$ cat config.mk
export PLATFORM = sky130hd
export DESIGN_NAME = vga_scan_driver
export DESIGN_NICKNAME = d
export VERILOG_FILES = /design/src/rtl/vga_pkg.sv /design/src/rtl/vga_sync_counter.sv /design/src/rtl/vga_scan_driver.sv
export SDC_FILE = /design/constraint.sdc
export NUM_CORES = 1
export LEC_CHECK = 0
export BUFFER_PORTS_ARGS = -buffer_cell sky130_fd_sc_hd__buf_2
export CAP_MARGIN = 20
export CORE_AREA = 5 5 81 83
export DETAILED_ROUTE_END_ITERATION = 12
export DIE_AREA = 0 0 86 88
export PLACE_DENSITY = 0.76
export SLEW_MARGIN = 20
export SYNTH_ARGS = -nofsm -noshare
export SYNTH_HDL_FRONTEND = slang
export SYNTH_SLANG_ARGS = --single-unit
$ cat constraint.sdc
create_clock -name Clk -period 5.95 [get_ports Clk]
set_input_delay 0.8925 -clock Clk [delete_from_list [all_inputs] [get_ports Clk]]
set_output_delay 0.8925 -clock Clk [all_outputs]
set_load 0.03 [all_outputs]
$ cat src/rtl/vga_pkg.sv
// ============================================================================
//  Module      : vga_pkg
//  Description : 640x480@60 timing constants, control/colour types and the
//                optional colour-bar helper (VGA_SCAN_TESTPATTERN_EN).
//  Revision    : 1.0 - initial release
// ============================================================================
`timescale 1ns/1ps
`default_nettype none

package vga_pkg;

  localparam int COORD_W = 11;
  localparam int CNT_W   = 10;

  localparam logic [CNT_W-1:0] H_VISIBLE = CNT_W'(640);
  localparam logic [CNT_W-1:0] H_FP      = CNT_W'(16);
  localparam logic [CNT_W-1:0] H_SYNC    = CNT_W'(96);
  localparam logic [CNT_W-1:0] H_BP      = CNT_W'(48);
  localparam logic [CNT_W-1:0] H_TOTAL   = H_VISIBLE + H_FP + H_SYNC + H_BP;

  localparam logic [CNT_W-1:0] V_VISIBLE = CNT_W'(480);
  localparam logic [CNT_W-1:0] V_FP      = CNT_W'(10);
  localparam logic [CNT_W-1:0] V_SYNC    = CNT_W'(2);
  localparam logic [CNT_W-1:0] V_BP      = CNT_W'(33);
  localparam logic [CNT_W-1:0] V_TOTAL   = V_VISIBLE + V_FP + V_SYNC + V_BP;

  // Sync windows are half-open: [START, END)
  localparam logic [CNT_W-1:0] H_SYNC_START = H_VISIBLE + H_FP;
  localparam logic [CNT_W-1:0] H_SYNC_END   = H_SYNC_START + H_SYNC;
  localparam logic [CNT_W-1:0] V_SYNC_START = V_VISIBLE + V_FP;
  localparam logic [CNT_W-1:0] V_SYNC_END   = V_SYNC_START + V_SYNC;
  localparam logic [CNT_W-1:0] H_LAST       = H_TOTAL - CNT_W'(1);
  localparam logic [CNT_W-1:0] V_LAST       = V_TOTAL - CNT_W'(1);

  typedef struct packed {
    logic hs_n;
    logic vs_n;
    logic blank_n;
  } vga_ctl_t;

  typedef struct packed {
    logic [7:0] r;
    logic [7:0] g;
    logic [7:0] b;
  } rgb_t;

  function automatic vga_ctl_t decode_ctl(input logic [CNT_W-1:0] hc,
                                          input logic [CNT_W-1:0] vc);
    vga_ctl_t ctl;
    ctl.hs_n    = !((hc >= H_SYNC_START) && (hc < H_SYNC_END));
    ctl.vs_n    = !((vc >= V_SYNC_START) && (vc < V_SYNC_END));
    ctl.blank_n = (hc < H_VISIBLE) && (vc < V_VISIBLE);
    return ctl;
  endfunction

`ifdef VGA_SCAN_TESTPATTERN_EN
  localparam logic [CNT_W-1:0] BAR_WIDTH = CNT_W'(80);

  // Bar index n maps its three bits straight onto full-scale R, G, B
  function automatic rgb_t bar_colour(input logic [CNT_W-1:0] hc);
    logic [2:0] bar;
    rgb_t       c;
    bar = 3'(hc / BAR_WIDTH);
    c.r = {8{bar[2]}};
    c.g = {8{bar[1]}};
    c.b = {8{bar[0]}};
    return c;
  endfunction
`endif

endpackage

`default_nettype wire

$ cat src/rtl/vga_sync_counter.sv
// ============================================================================
//  Module      : vga_sync_counter
//  Description : Half-rate pixel enable plus horizontal/vertical scan counters
//                and the one-cycle frame-start pulse.
//  Revision    : 1.0 - initial release
// ============================================================================
`timescale 1ns/1ps
`default_nettype none

module vga_sync_counter
  import vga_pkg::*;
(
  input  logic             clk,
  input  logic             rst_n,
  output logic             o_tick,
  output logic [CNT_W-1:0] o_hc,
  output logic [CNT_W-1:0] o_vc,
  output logic             o_frame_start
);

  logic             r_tick;
  logic [CNT_W-1:0] r_hc;
  logic [CNT_W-1:0] r_vc;
  logic             r_frame;
  logic             w_h_last;
  logic             w_v_last;

  assign w_h_last = (r_hc == H_LAST);
  assign w_v_last = (r_vc == V_LAST);

  // Frame pulse is set on the wrap tick, so it is high while (hc,vc)=(0,0)
  // and cleared on the following edge, which never advances the counters.
  always_ff @(posedge clk or negedge rst_n) begin
    if (!rst_n) begin
      r_tick  <= 1'b0;
      r_hc    <= '0;
      r_vc    <= '0;
      r_frame <= 1'b0;
    end else begin
      r_tick  <= ~r_tick;
      r_frame <= 1'b0;
      if (r_tick) begin
        if (w_h_last) begin
          r_hc <= '0;
          if (w_v_last) begin
            r_vc    <= '0;
            r_frame <= 1'b1;
          end else begin
            r_vc <= r_vc + CNT_W'(1);
          end
        end else begin
          r_hc <= r_hc + CNT_W'(1);
        end
      end
    end
  end

  assign o_tick        = r_tick;
  assign o_hc          = r_hc;
  assign o_vc          = r_vc;
  assign o_frame_start = r_frame;

endmodule

`default_nettype wire

$ cat src/rtl/vga_scan_driver.sv
// ============================================================================
//  Module      : vga_scan_driver
//  Description : 640x480 VGA scan driver: scan coordinates out, registered
//                sync/blank/colour to the DAC. Define VGA_SCAN_TESTPATTERN_EN
//                to add a test_mode input selecting built-in colour bars.
//  Revision    : 1.0 - initial release
// ============================================================================
`timescale 1ns/1ps
`default_nettype none

module vga_scan_driver
  import vga_pkg::*;
(
  input  logic               Clk,
  input  logic               Reset_n,
  input  logic [7:0]         Red,
  input  logic [7:0]         Green,
  input  logic [7:0]         Blue,
`ifdef VGA_SCAN_TESTPATTERN_EN
  input  logic               test_mode,
`endif
  output logic [COORD_W-1:0] DrawX,
  output logic [COORD_W-1:0] DrawY,
  output logic               pix_tick,
  output logic               VGA_CLK,
  output logic               VGA_HS,
  output logic               VGA_VS,
  output logic               VGA_BLANK_N,
  output logic [7:0]         VGA_R,
  output logic [7:0]         VGA_G,
  output logic [7:0]         VGA_B,
  output logic               frame_start
);

  logic             w_tick;
  logic [CNT_W-1:0] w_hc;
  logic [CNT_W-1:0] w_vc;
  vga_ctl_t         w_ctl;
  rgb_t             w_rgb;
  vga_ctl_t         r_ctl;
  rgb_t             r_rgb;

  vga_sync_counter u_cnt (
    .clk           (Clk),
    .rst_n         (Reset_n),
    .o_tick        (w_tick),
    .o_hc          (w_hc),
    .o_vc          (w_vc),
    .o_frame_start (frame_start)
  );

  assign w_ctl = decode_ctl(w_hc, w_vc);

  always_comb begin
    w_rgb.r = Red;
    w_rgb.g = Green;
    w_rgb.b = Blue;
`ifdef VGA_SCAN_TESTPATTERN_EN
    if (test_mode) begin
      w_rgb = bar_colour(w_hc);
    end
`endif
    if (!w_ctl.blank_n) begin
      w_rgb = '0;
    end
  end

  // Single output stage: everything here lags DrawX/DrawY by one pixel
  always_ff @(posedge Clk or negedge Reset_n) begin
    if (!Reset_n) begin
      r_ctl.hs_n    <= 1'b1;
      r_ctl.vs_n    <= 1'b1;
      r_ctl.blank_n <= 1'b0;
      r_rgb         <= '0;
    end else if (w_tick) begin
      r_ctl <= w_ctl;
      r_rgb <= w_rgb;
    end
  end

  assign DrawX       = {{(COORD_W-CNT_W){1'b0}}, w_hc};
  assign DrawY       = {{(COORD_W-CNT_W){1'b0}}, w_vc};
  assign pix_tick    = w_tick;
  assign VGA_CLK     = w_tick;
  assign VGA_HS      = r_ctl.hs_n;
  assign VGA_VS      = r_ctl.vs_n;
  assign VGA_BLANK_N = r_ctl.blank_n;
  assign VGA_R       = r_rgb.r;
  assign VGA_G       = r_rgb.g;
  assign VGA_B       = r_rgb.b;

endmodule

`default_nettype wire

==> summary.txt, run 1 <==
Worst setup path
  • Crit path DAT: 2270 ps
  • CP required: 6190 ps
  • Crit Path Category: register to register
  • R2R Path Start: u_cnt.o_hc[5]
  • CP Capture Type: register
  • Critical path peak fanout: 8
  • Worst reg2reg path depth: 4
  • Critical path startpoint category: register
  • R2r setup slk: 3910 ps
  • FF-to-FF End: u_cnt.o_vc[3]

Floorplanning
  • Die W: 86 um
  • Core region area: 5781 sq um
  • Die H: 88 um
  • I/O Pins: 78
  • # rows: 28
  • Starting Density: 0.3723
  • Die area: 7568 sq um

Cells and area
  • Count of antenna diodes in the layout: 0
  • Layout cells sized above 1: 0.3668
  • Area delta synth->final: 24.71%
  • Fill count: 515
  • Net count, final: 289

Synth
  • Synth area leaders: dfrtp_1, a22o_1, ha_1
  • Number of synthesized register bits: 49
  • Cell taking the most area after synthesis: dfrtp_1
  • Top_reg_cell synth: dfrtp_1
  • Commonest cells in the synthesized netlist: dfrtp_1, a22o_1, nand2_1, nor2_1
  • Post-synth EDFFs: 0
  • Register area share after synthesis: 0.5709
  • Ys Warns: 0
  • Synth cell types: 40
  • Cells after Synth: 185
  • Yosys top cell area share: 0.5465
  • Dominant cell by count in the synthesized netlist: dfrtp_1
  • Synthesized area per cell: 11.63 sq um
  • Cell Area, Synth: 2152 sq um
  • Post-synth ARST share: 1.000

Worst hold path
  • Hold Crit Start: VGA_BLANK_N
  • Path category of the worst min-delay check: register to register
  • Hold EP: VGA_BLANK_N
  • Hold Path Depth: 1

CTS
  • Root Driver: clkbuf_8
  • Skew-Pair Late Insertion Delay: 300 ps
  • Post-CTS Resized: 0
  • Clock buffer count from CTS: 5
  • Clk pin slew, worst setup/hold paths: 90 ps
  • CTS Sinks: 49
  • CTS tree: built
  • Clock Path Buffers: 2
  • H-tree levels: 2
  • Hold_buf cts: 0
  • Postcts setup bufs: 0

Route
  • DR WL/cell: 14.53 um
  • ANT nets after route: 0
  • Drt first-iter violations: 71
  • Final wirelength: 4.854 mm
  • Vias: 1,720
  • Drt first pass iters: 4
  • Drt drc: 0
  • Post-DR vias/cell: 5.150

Timing
  • Count of final setup violators: 0
  • Worst Skew: 11.15 ps
  • Worst setup margin: 3914 ps
  • Final min period: 2036 ps
  • Fin crit share: 0.3422
  • Fin. Hold Viols: 0
  • Setup TNS: 0 ps
  • Least-Margin Pin Slew: 976.8 ps
  • Slew headroom: 0.3481
  • Fmax: 0.4912 GHz
  • Final Slew Violations: 0
  • Setup repair after global routing missed its margin: false

Power and ir drop
  • Peak VDD IR: 117.3 uV
  • Power Density: 222.5 nW/um^2
  • Switching portion of total power: 0.2422
  • Clock Power Share: 0.339
  • Leakage: 1.331 nW
  • Switching power: 0.0001447 W
  • Comb pwr share: 0.082
  • Flop pwr share: 0.579
  • Cell-internal power: 0.0004526 W

Global routing
  • Top Usage Layer GRT: met2
  • Vias in the first global route: 1,699
  • Global-route wire length before repair: 8.052 mm
  • Met3 Track Usage GR: 0.04045
  • Met1 Usage GRT: 0.1659
  • Largest net degree at the start of global routing: 50
  • Met2 Resource Use GR: 0.2228
  • Remaining Overflow, GRT: 0
  • GRT Util Overall: 0.1331
  • Initial antenna violation count: 0

Placement
  • Gp weighted congestion: 0.9184
  • HPWL Detailed: 3.530 mm
  • Pre-CTS WS: 3939 ps
  • Count of input and output buffers: 75

Flow run
  • Maxcap violations: 0

Run status
  • Status: completed
==> per-layer routing <==
metal,vias up,share of wire
li1,821,-
met2,66,0.48
met3,5,0.082
met5,-,0
met4,0,0.011
met1,828,0.42
==> worst max-delay path, cell delays in order (launching register included) <==
cell	delay (ps)
dfrtp_1	430
or2_4	280
or4_1	640
or4_1	540
o21ai_1	90
==> cells by family (layout without fill, tap and decap cells) <==
kind of cell,Yosys count,after routing,synth area share
DFF,49,49,0.5709
and+or+nand+nor,56,56,0.1454
other,1,2,0.001743
buffers and inverters,18,91,0.04011
xor gates and xnor gates,9,9,0.03663
AOI/OAI and AO/OA,44,44,0.1610
adders and majority gates,5,5,0.02907
muxes,3,3,0.01512
==> placed cells by master, fill, tap and decap left out, types with 2 or more instances in the layout <==
master	instances
nor4_1	3
a21oi_1	3
nand4_1	6
clkbuf_8	6
nand3_1	6
buf_2	74
nor2_1	11
buf_4	3
o311ai_0	2
dfrtp_1	47
conb_1	2
nor3_1	5
dfstp_2	2
nand2_1	12
ha_1	5
a22o_1	27
xor2_1	3
xnor2_1	6
mux2_2	2
o21ai_0	5
and4_2	2
inv_1	6
o21a_1	2
or4_1	2
==> worst max path at each step <==
stage,slack (ps),from,cells after the start,endpoint
finish,3910,u_cnt.o_hc[5],4,u_cnt.o_vc[3]
global route,3790,u_cnt.o_hc[1],5,u_cnt.o_vc[3]
CTS,3910,u_cnt.o_hc[5],4,u_cnt.o_vc[3]
detailed placement,3940,u_cnt.o_hc[5],4,u_cnt.o_vc[3]
global placement,3970,u_cnt.o_hc[5],4,u_cnt.o_vc[3]
floorplan,3840,u_cnt.o_hc[1],6,u_cnt.o_vc[3]
==> power groups by stage <==
stage               combinational (W)  clock (W)  sequential, W
global route                0.0000540   0.000223       0.000347
CTS                         0.0000502   0.000213       0.000346
detailed placement          0.0000506          0       0.000352
floorplan                  0.00000970          0       0.000369
finish                      0.0000493   0.000202       0.000346
global placement            0.0000493          0       0.000352
==> registers in the layout, summed over array words and instances, names as in the netlist <==
register and count:
VGA_B 8, u_cnt.o_tick 1, u_cnt.o_frame_start 1, VGA_G 8, VGA_HS 1, VGA_BLANK_N 1, VGA_VS 1, u_cnt.o_hc 10
VGA_R 8, u_cnt.o_vc 10
==> metrics by stage <==
step	power [W]	cell area (sq um)	cells	hold WS, ps	utilization
floorplan	0.0003786	2156	186	542.3	-
global placement	0.0004014	2585	326	463.5	0.4472
detailed placement	0.0004023	2585	326	481.6	0.4472
CTS	0.0006087	2681	334	503.7	0.4639
global route	0.0006238	2684	334	529.3	0.4643
finish	0.0005972	2684	334	498.0	0.4643
==> cell type report <==
class / count / area [sq um] / area share
Timing Repair Buffer: 77 / 392.9 / 0.1464
Clock inverter: 2 / 13.76 / 0.005128
Clock buffer: 6 / 82.58 / 0.03077
Inverter: 6 / 22.52 / 0.008392
Sequential cell: 49 / 1229 / 0.4578
Tap cell: 75 / 93.84 / 0.03497
Multi-Input combinational cell: 119 / 849.6 / 0.3166
Power figures use the tool's default switching activity.
==> inputs of run 2 (changes only) <==
--- a/config.mk
+++ b/config.mk
@@ -10,7 +10,7 @@
 export CORE_AREA = 5 5 81 83
 export DETAILED_ROUTE_END_ITERATION = 12
 export DIE_AREA = 0 0 86 88
-export PLACE_DENSITY = 0.76
+export PLACE_DENSITY = 0.78
 export SLEW_MARGIN = 20
 export SYNTH_ARGS = -nofsm -noshare
 export SYNTH_HDL_FRONTEND = slang
==> constraint.sdc (replaced) <==
create_clock -name Clk -period 1.7 [get_ports Clk]
set_input_delay 0.255 -clock Clk [delete_from_list [all_inputs] [get_ports Clk]]
set_output_delay 0.255 -clock Clk [all_outputs]
set_load 0.03 [all_outputs]
==> run 2 against run 1 <==
  * The run now ends with setup timing left
  * Critical path depth unchanged
  * Total power grew to 3.7 times the previous value
  * Die area stayed put
  * Worst setup slack worse by 3900 ps
  * Wire length is 14% higher
  * Flip-flop and latch count unchanged
  * Non-clock buffer count increased by 28
  * Worst hold slack got worse by 330 ps
  * Fmax is 17% higher
  * Clock skew is 6.0 ps lower
  * Via count up 7.2%
  * Utilization increased by 5.8 points
==> summary.txt, run 2 (same netlist as run 1, synthesis figures left out) <==
Run status
  • Status: finished, violations left
  • Failing checks: setup timing

Placement
  • Gp weighted congestion: 0.9674 (+5.3%)
  • Count of input and output buffers: 75 (unchanged)
  • Pre-CTS WS: -104.3 ps (-4043 ps)
  • HPWL Detailed: 4.074 mm (+15%)

Worst setup path
  • Critical-path cell list: nand4b_1, or4_4, buf_4, a22o_2
  • Critical path's largest stage delay: 490 ps (-150 ps)
  • R2r setup slk: -30 ps (-3950 ps)
  • Crit Path Category: register to register
  • Critical path peak fanout: 7 (-1)
  • Slowest CP cell: or4_4
  • CP Capture Type: register
  • Delay-heaviest family, CP: simple AND/OR/NAND/NOR gates
  • Crit path DAT: 1920 ps (-350 ps)
  • CP required: 1890 ps (-4300 ps)
  • Critical path startpoint category: register
  • Crit path buf inv count: 1 (+1)

Power and ir drop
  • Leakage: 1.480 nW (+11%)
  • Switching power: 0.0005283 W (+270%)
  • Peak VDD IR: 394.7 uV (+240%)
  • Clock Power Share: 0.377 (+0.038)
  • Flop pwr share: 0.543 (-0.036)
  • Total power: 0.002227 W (+270%)
  • Cell-internal power: 0.001699 W (+280%)
  • Comb pwr share: 0.080 (-0.002)
  • Switching portion of total power: 0.2372 (-0.004966)
  • Power Density: 737.9 nW/um^2 (+230%)

Floorplanning
  • # rows: 28 (unchanged)
  • I/O Pins: 78 (unchanged)
  • Die area: 7568 sq um (unchanged)
  • Die H: 88 um (unchanged)
  • Die W: 86 um (unchanged)
  • Core region area: 5781 sq um (unchanged)
  • Starting Density: 0.3723 (unchanged)

CTS
  • H-tree levels: 2 (unchanged)
  • Root Driver: clkbuf_8
  • Clock buffer count from CTS: 5 (unchanged)
  • CTS tree: built
  • Clk pin slew, worst setup/hold paths: 100 ps (about the same)
  • CTS Sinks: 49 (unchanged)
  • Clock Path Buffers: 2 (unchanged)
  • Skew-Pair Late Insertion Delay: 290 ps (about the same)

Global routing
  • Initial antenna violation count: 0 (unchanged)
  • Vias in the first global route: 1,859 (+9.4%)
  • Largest net degree at the start of global routing: 26 (-48%)
  • Remaining Overflow, GRT: 0 (unchanged)
  • GRT Util Overall: 0.1489 (+0.01580)
  • Global-route wire length before repair: 8.956 mm (+11%)

Timing
  • Worst setup margin: -34.57 ps (-3949 ps)
  • Setup repair after global routing missed its margin: true
  • Fmax: 0.5765 GHz (+17%)
  • Fin crit share: 1.020 (+0.6782)
  • Fin. Hold Viols: 0 (unchanged)
  • Worst Skew: 5.169 ps (-5.979 ps)
  • Count of final setup violators: 4 (+4)
  • Final Slew Violations: 0 (unchanged)
  • Final min period: 1735 ps (-301.3 ps)

Flow run
  • Maxcap violations: 0 (unchanged)

Cells and area
  • Count of antenna diodes in the layout: 0 (unchanged)
  • Area delta synth->final: 40.23%
  • Fill count: 524 (+1.7%)
  • Final core occ: 0.5221 (+0.05779)
  • Net count, final: 317 (+9.7%)
  • Most frequent cells in the layout: buf_2, dfrtp_1, buf_4, a22o_1, nand2_1
  • Area occupied by multi-input gates: 932.1 sq um (+9.7%)
  • Seq. cell area: 1239 sq um (+0.81%)
  • Layout cells sized above 1: 0.4878 (+0.1210)
  • Most common cell after layout, fill and taps aside: buf_2

Route
  • Post-DR vias/cell: 5.094 (-1.1%)
  • Drt drc: 0 (unchanged)
  • Final wirelength: 5.538 mm (+14%)
  • Vias: 1,844 (+7.2%)
  • DR WL/cell: 15.30 um (+5.3%)
  • Drt first-iter violations: 64 (-9.9%)
  • ANT nets after route: 0 (unchanged)
  • Drt first pass iters: 4 (unchanged)

Worst hold path
  • Path category of the worst min-delay check: input pin to register
-- run 2: changes by cell type in the layout (fill, tap and decap cells not counted), sizes merged --
cell,before,now
dlygate4sd3,0,1
clkinv,2,1
bufinv,0,1
clkinvlp,0,1
clkbuf,6,5
buf,77,104
-- run 2: path summary, 6_finish.rpt --
path / end / from / depth (start not counted)
setup / recovery: u_cnt.o_vc[1] / u_cnt.o_hc[7] / 4
hold reg to reg: VGA_BLANK_N / VGA_BLANK_N / 1
hold / removal: VGA_G[3] / Green[3] / 2
setup reg to reg: u_cnt.o_vc[1] / u_cnt.o_hc[7] / 4
max in group asynchronous: u_cnt.o_hc[5] / Reset_n / 3
min in group asynchronous: u_cnt.o_vc[3] / Reset_n / 2
-- run 2: metrics by stage --
stage	hold slack [ps]	cells	area (sq um)	TNS [ps]
after floorplan	-40.59	186	2181	-588.3
after global placement	170.3	351	2799	-68.63
after detailed placement	178.9	351	2799	-395.5
after CTS	153.8	361	2945	-170.6
after global routing	154.6	362	3018	-273.9
final	167.0	362	3018	-107.9
-- run 2: repair_timing --
item,4_1_cts,5_1_grt
setup endpoints to repair,7,28
hold endpoints to repair,11,0
pin swaps,0,4
setup buffers,1,1
hold buffers,1,0
gates resized for setup,4,14
-- run 2: layout make-up --
type | count | area share
Sequential cell | 49 | 0.4104
Multi-Input combinational cell | 119 | 0.3089
Inverter | 6 | 0.007463
Clock buffer | 5 | 0.02280
Clock inverter | 3 | 0.01534
Timing Repair Buffer | 105 | 0.2040
Tap cell | 75 | 0.03109
-- run 2: routing by layer --
metal	vias to the layer above	GRT usage	share of wire	wire length [um]
li1	872	-	-	-
met1	884	0.1864	0.43	2354
met2	84	0.2488	0.49	2714
met3	4	0.04798	0.080	442
met4	0	0.04029	0.0049	27
met5	-	0	0	0
-- run 2: power by group through the flow --
stage               Clock, W  Sequential, W  Combinational, W
finish              0.000840        0.00121          0.000178
global route        0.000905        0.00121          0.000196
CTS                 0.000860        0.00121          0.000182
detailed placement         0        0.00123          0.000181
global placement           0        0.00123          0.000177
floorplan                  0        0.00129         0.0000339
==> inputs of run 3 (changes only) <==
--- a/config.mk
+++ b/config.mk
@@ -7,11 +7,12 @@
 export LEC_CHECK = 0
 export BUFFER_PORTS_ARGS = -buffer_cell sky130_fd_sc_hd__buf_2
 export CAP_MARGIN = 20
-export CORE_AREA = 5 5 81 83
+export CORE_AREA = 5 5 80 82
 export DETAILED_ROUTE_END_ITERATION = 12
-export DIE_AREA = 0 0 86 88
-export PLACE_DENSITY = 0.78
+export DIE_AREA = 0 0 85 87
+export PLACE_DENSITY = 0.76
 export SLEW_MARGIN = 20
 export SYNTH_ARGS = -nofsm -noshare
 export SYNTH_HDL_FRONTEND = slang
+export SYNTH_HIERARCHICAL = 1
 export SYNTH_SLANG_ARGS = --single-unit
==> constraint.sdc (replaced) <==
create_clock -name Clk -period 1.64 [get_ports Clk]
set_input_delay 0.246 -clock Clk [delete_from_list [all_inputs] [get_ports Clk]]
set_output_delay 0.246 -clock Clk [all_outputs]
set_load 0.03 [all_outputs]
==> run 3 against run 2 <==
  * The flow still finishes with violations (setup timing)
  * Clock-buffer cell count did not move
  * Worst hold slack got worse by 2.4 ps
  * Critical path depth did not move
  * Total power fell by 4.9%
  * Flip-flop and latch count did not move
  * Wire length fell by 9.8%
  * Utilization fell by 2.1 points
  * Die area fell by 2.3%
  * Cell count fell by 2.5%
  * Fmax rose by 4.6%
==> summary.txt, run 3 <==
Route
  • DR WL/cell: 14.16 um (-7.5%)
  • Drt drc: 0 (unchanged)
  • Drt first pass iters: 4 (unchanged)
  • Drt first-iter violations: 31 (-52%)
  • ANT nets after route: 0 (unchanged)
  • Final wirelength: 4.997 mm (-9.8%)
  • Vias: 1,766 (-4.2%)
  • Post-DR vias/cell: 5.003 (-1.8%)

Synth
  • Dominant cell by count in the synthesized netlist: dfrtp_1
  • Number of synthesized register bits: 49 (unchanged)
  • Cell taking the most area after synthesis: dfrtp_1
  • Register area share after synthesis: 0.5807 (+0.009791)
  • Post-synth EDFFs: 0 (unchanged)
  • Post-synth ARST share: 1.000 (unchanged)
  • Synthesized area per cell: 11.75 sq um (+1.0%)
  • Yosys top cell area share: 0.5559 (+0.009372)
  • Top_reg_cell synth: dfrtp_1
  • Cell Area, Synth: 2116 sq um (-1.7%)
  • Synth area leaders: dfrtp_1, a22o_1, xnor2_1
  • Commonest cells in the synthesized netlist: dfrtp_1, a22o_1, nand2_1, nor2_1, xnor2_1
  • Cells after Synth: 180 (-2.7%)
  • Synth cell types: 38 (-5.0%)
  • Ys Warns: 6 (+6)

Run status
  • Failing checks: setup timing
  • Status: finished, violations left

Floorplanning
  • Die W: 85 um (-1.2%)
  • Starting Density: 0.3728 (+0.0005010)
  • Die area: 7395 sq um (-2.3%)
  • I/O Pins: 78 (unchanged)
  • Die H: 87 um (-1.1%)
  • Core region area: 5675 sq um (-1.8%)
  • # rows: 28 (unchanged)

CTS
  • CTS Sinks: 49 (unchanged)
  • Clk pin slew, worst setup/hold paths: 90 ps (about the same)
  • H-tree levels: 2 (unchanged)
  • Clock Path Buffers: 2 (unchanged)
  • Root Driver: clkbuf_8
  • Clock buffer count from CTS: 5 (unchanged)
  • Skew-Pair Late Insertion Delay: 300 ps (about the same)
  • CTS tree: built

Global routing
  • Initial antenna violation count: 0 (unchanged)
  • Remaining Overflow, GRT: 0 (unchanged)
  • Largest net degree at the start of global routing: 50 (+92%)
  • GRT Util Overall: 0.1364 (-0.01249)
  • Vias in the first global route: 1,791 (-3.7%)
  • Global-route wire length before repair: 8.273 mm (-7.6%)

Timing
  • Worst Skew: 9.052 ps (+3.884 ps)
  • Fmax: 0.6032 GHz (+4.6%)
  • Final min period: 1658 ps (-76.78 ps)
  • Count of final setup violators: 1 (-3)
  • Setup TNS: -17.79 ps (+90.07 ps)
  • Fin. Hold Viols: 0 (unchanged)
  • Setup repair after global routing missed its margin: true
  • Fin crit share: 1.011 (-0.009488)
  • Worst setup margin: -17.79 ps (+16.78 ps)
  • Final Slew Violations: 0 (unchanged)

Worst setup path
  • Crit Path Category: register to register
  • CP Capture Type: register
  • Critical path peak fanout: 7 (unchanged)
  • Critical path startpoint category: register
  • Worst reg2reg path depth: 4 (unchanged)
  • Crit path DAT: 1840 ps (-80 ps)
  • CP required: 1820 ps (-70 ps)

Worst hold path
  • Path category of the worst min-delay check: input pin to register
  • Hold Path Depth: 2 (unchanged)

Placement
  • Gp weighted congestion: 0.7543 (-22%)
  • Cells after DPL: 343 (-2.3%)
  • Pre-CTS WS: -68.65 ps (+35.65 ps)
  • HPWL Detailed: 3.671 mm (-9.9%)
  • Count of input and output buffers: 75 (unchanged)

Cells and area
  • Fill count: 555 (+5.9%)
  • Area delta synth->final: 34.30%
  • Finished Layout Cells: 353 (-2.5%)
  • Most frequent cells in the layout: buf_2, dfrtp_1, buf_4, a22o_1, nand2_1
  • Most common cell after layout, fill and taps aside: buf_2
  • Layout cells sized above 1: 0.4748 (-0.01298)
  • Count of antenna diodes in the layout: 0 (unchanged)
  • Net count, final: 306 (-3.5%)

Power and ir drop
  • Peak VDD IR: 399.3 uV (+1.2%)
  • Leakage: 1.465 nW (-1.0%)
  • Power Density: 745.5 nW/um^2 (+1.0%)
  • Total power: 0.002118 W (-4.9%)

Flow run
  • Maxcap violations: 0 (unchanged)
## run 3: cell types whose count changed in the layout (fill, tap and decap cells not counted), moves of 3 or more
| cell | delta |
|---|---|
| nor3_1 | -3 |
| a22o_1 | -8 |
| buf_4 | -5 |
| and3_1 | +4 |
| a22o_2 | +5 |
## run 3: kinds of logic after synthesis
logic type | after synthesis | synth area share
buffers and inverters | 17 | 0.05145
DFF | 49 | 0.5807
AOI/OAI and AO/OA | 40 | 0.1508
other | 1 | 0.001772
and+or+nand+nor | 58 | 0.1478
adders and majority gates | 3 | 0.01774
xor gates and xnor gates | 12 | 0.04967
## run 3: power breakdown
group          switching [W]  internal, W
logic               0.000120    0.0000699
registers          0.0000151      0.00124
clock network       0.000381     0.000295
total               0.000517      0.00160
## run 3: worst max-delay path, cell delays in order (launching register included)
cell and delay, ps:
dfrtp_2 410, or3_1 370, or4_4 490, a31oi_2 210, a31oi_1 60
## run 3: path summary, 6_finish.rpt
path | startpoint | endpoint | slack (ps)
worst min-delay path | Red[6] | VGA_R[6] | 160
max in group asynchronous | Reset_n | VGA_HS | 890
worst max register to register | u_cnt/o_vc[8] | u_cnt/o_vc[4] | -20
worst max-delay path | u_cnt/o_vc[8] | u_cnt/o_vc[4] | -20
min in group asynchronous | Reset_n | VGA_G[5] | 470
worst min register to register | VGA_BLANK_N | VGA_BLANK_N | 490
## run 3: cell type report
| class | count | area, sq um | share of cell area |
|---|---|---|---|
| inverter | 6 | 22.52 | 0.007926 |
| clock buffer | 5 | 68.82 | 0.02422 |
| tap | 75 | 93.84 | 0.03303 |
| timing repair buffer | 100 | 578.1 | 0.2034 |
| clock inverter | 3 | 17.52 | 0.006165 |
| sequential | 49 | 1237 | 0.4355 |
| multi-input combinational | 115 | 823.3 | 0.2897 |
## run 3: metal layers
| layer | share of wire | GRT usage |
|---|---|---|
| met1 | 0.44 | 0.1794 |
| met2 | 0.48 | 0.2225 |
| met3 | 0.069 | 0.03122 |
| met4 | 0.0086 | 0.04604 |
| met5 | 0 | 0 |
## run 3: timing repair
item,CTS,global route
setup endpoints to repair,7,9
pin swaps,0,2
setup buffers,0,1
hold buffers,1,0
hold endpoints to repair,47,0
gates cloned,0,0
gates resized for setup,2,6
## run 3: stage by stage
| step | instance area [sq um] | hold WS, ps | util |
|---|---|---|---|
| after detailed placement | 2696 | 248.5 | 0.4751 |
| after floorplan | 2130 | -49.59 | - |
| after CTS | 2801 | 152.3 | 0.4936 |
| after global routing | 2841 | 159.2 | 0.5007 |
| after global placement | 2696 | 249.9 | 0.4751 |
| final | 2841 | 164.6 | 0.5007 |
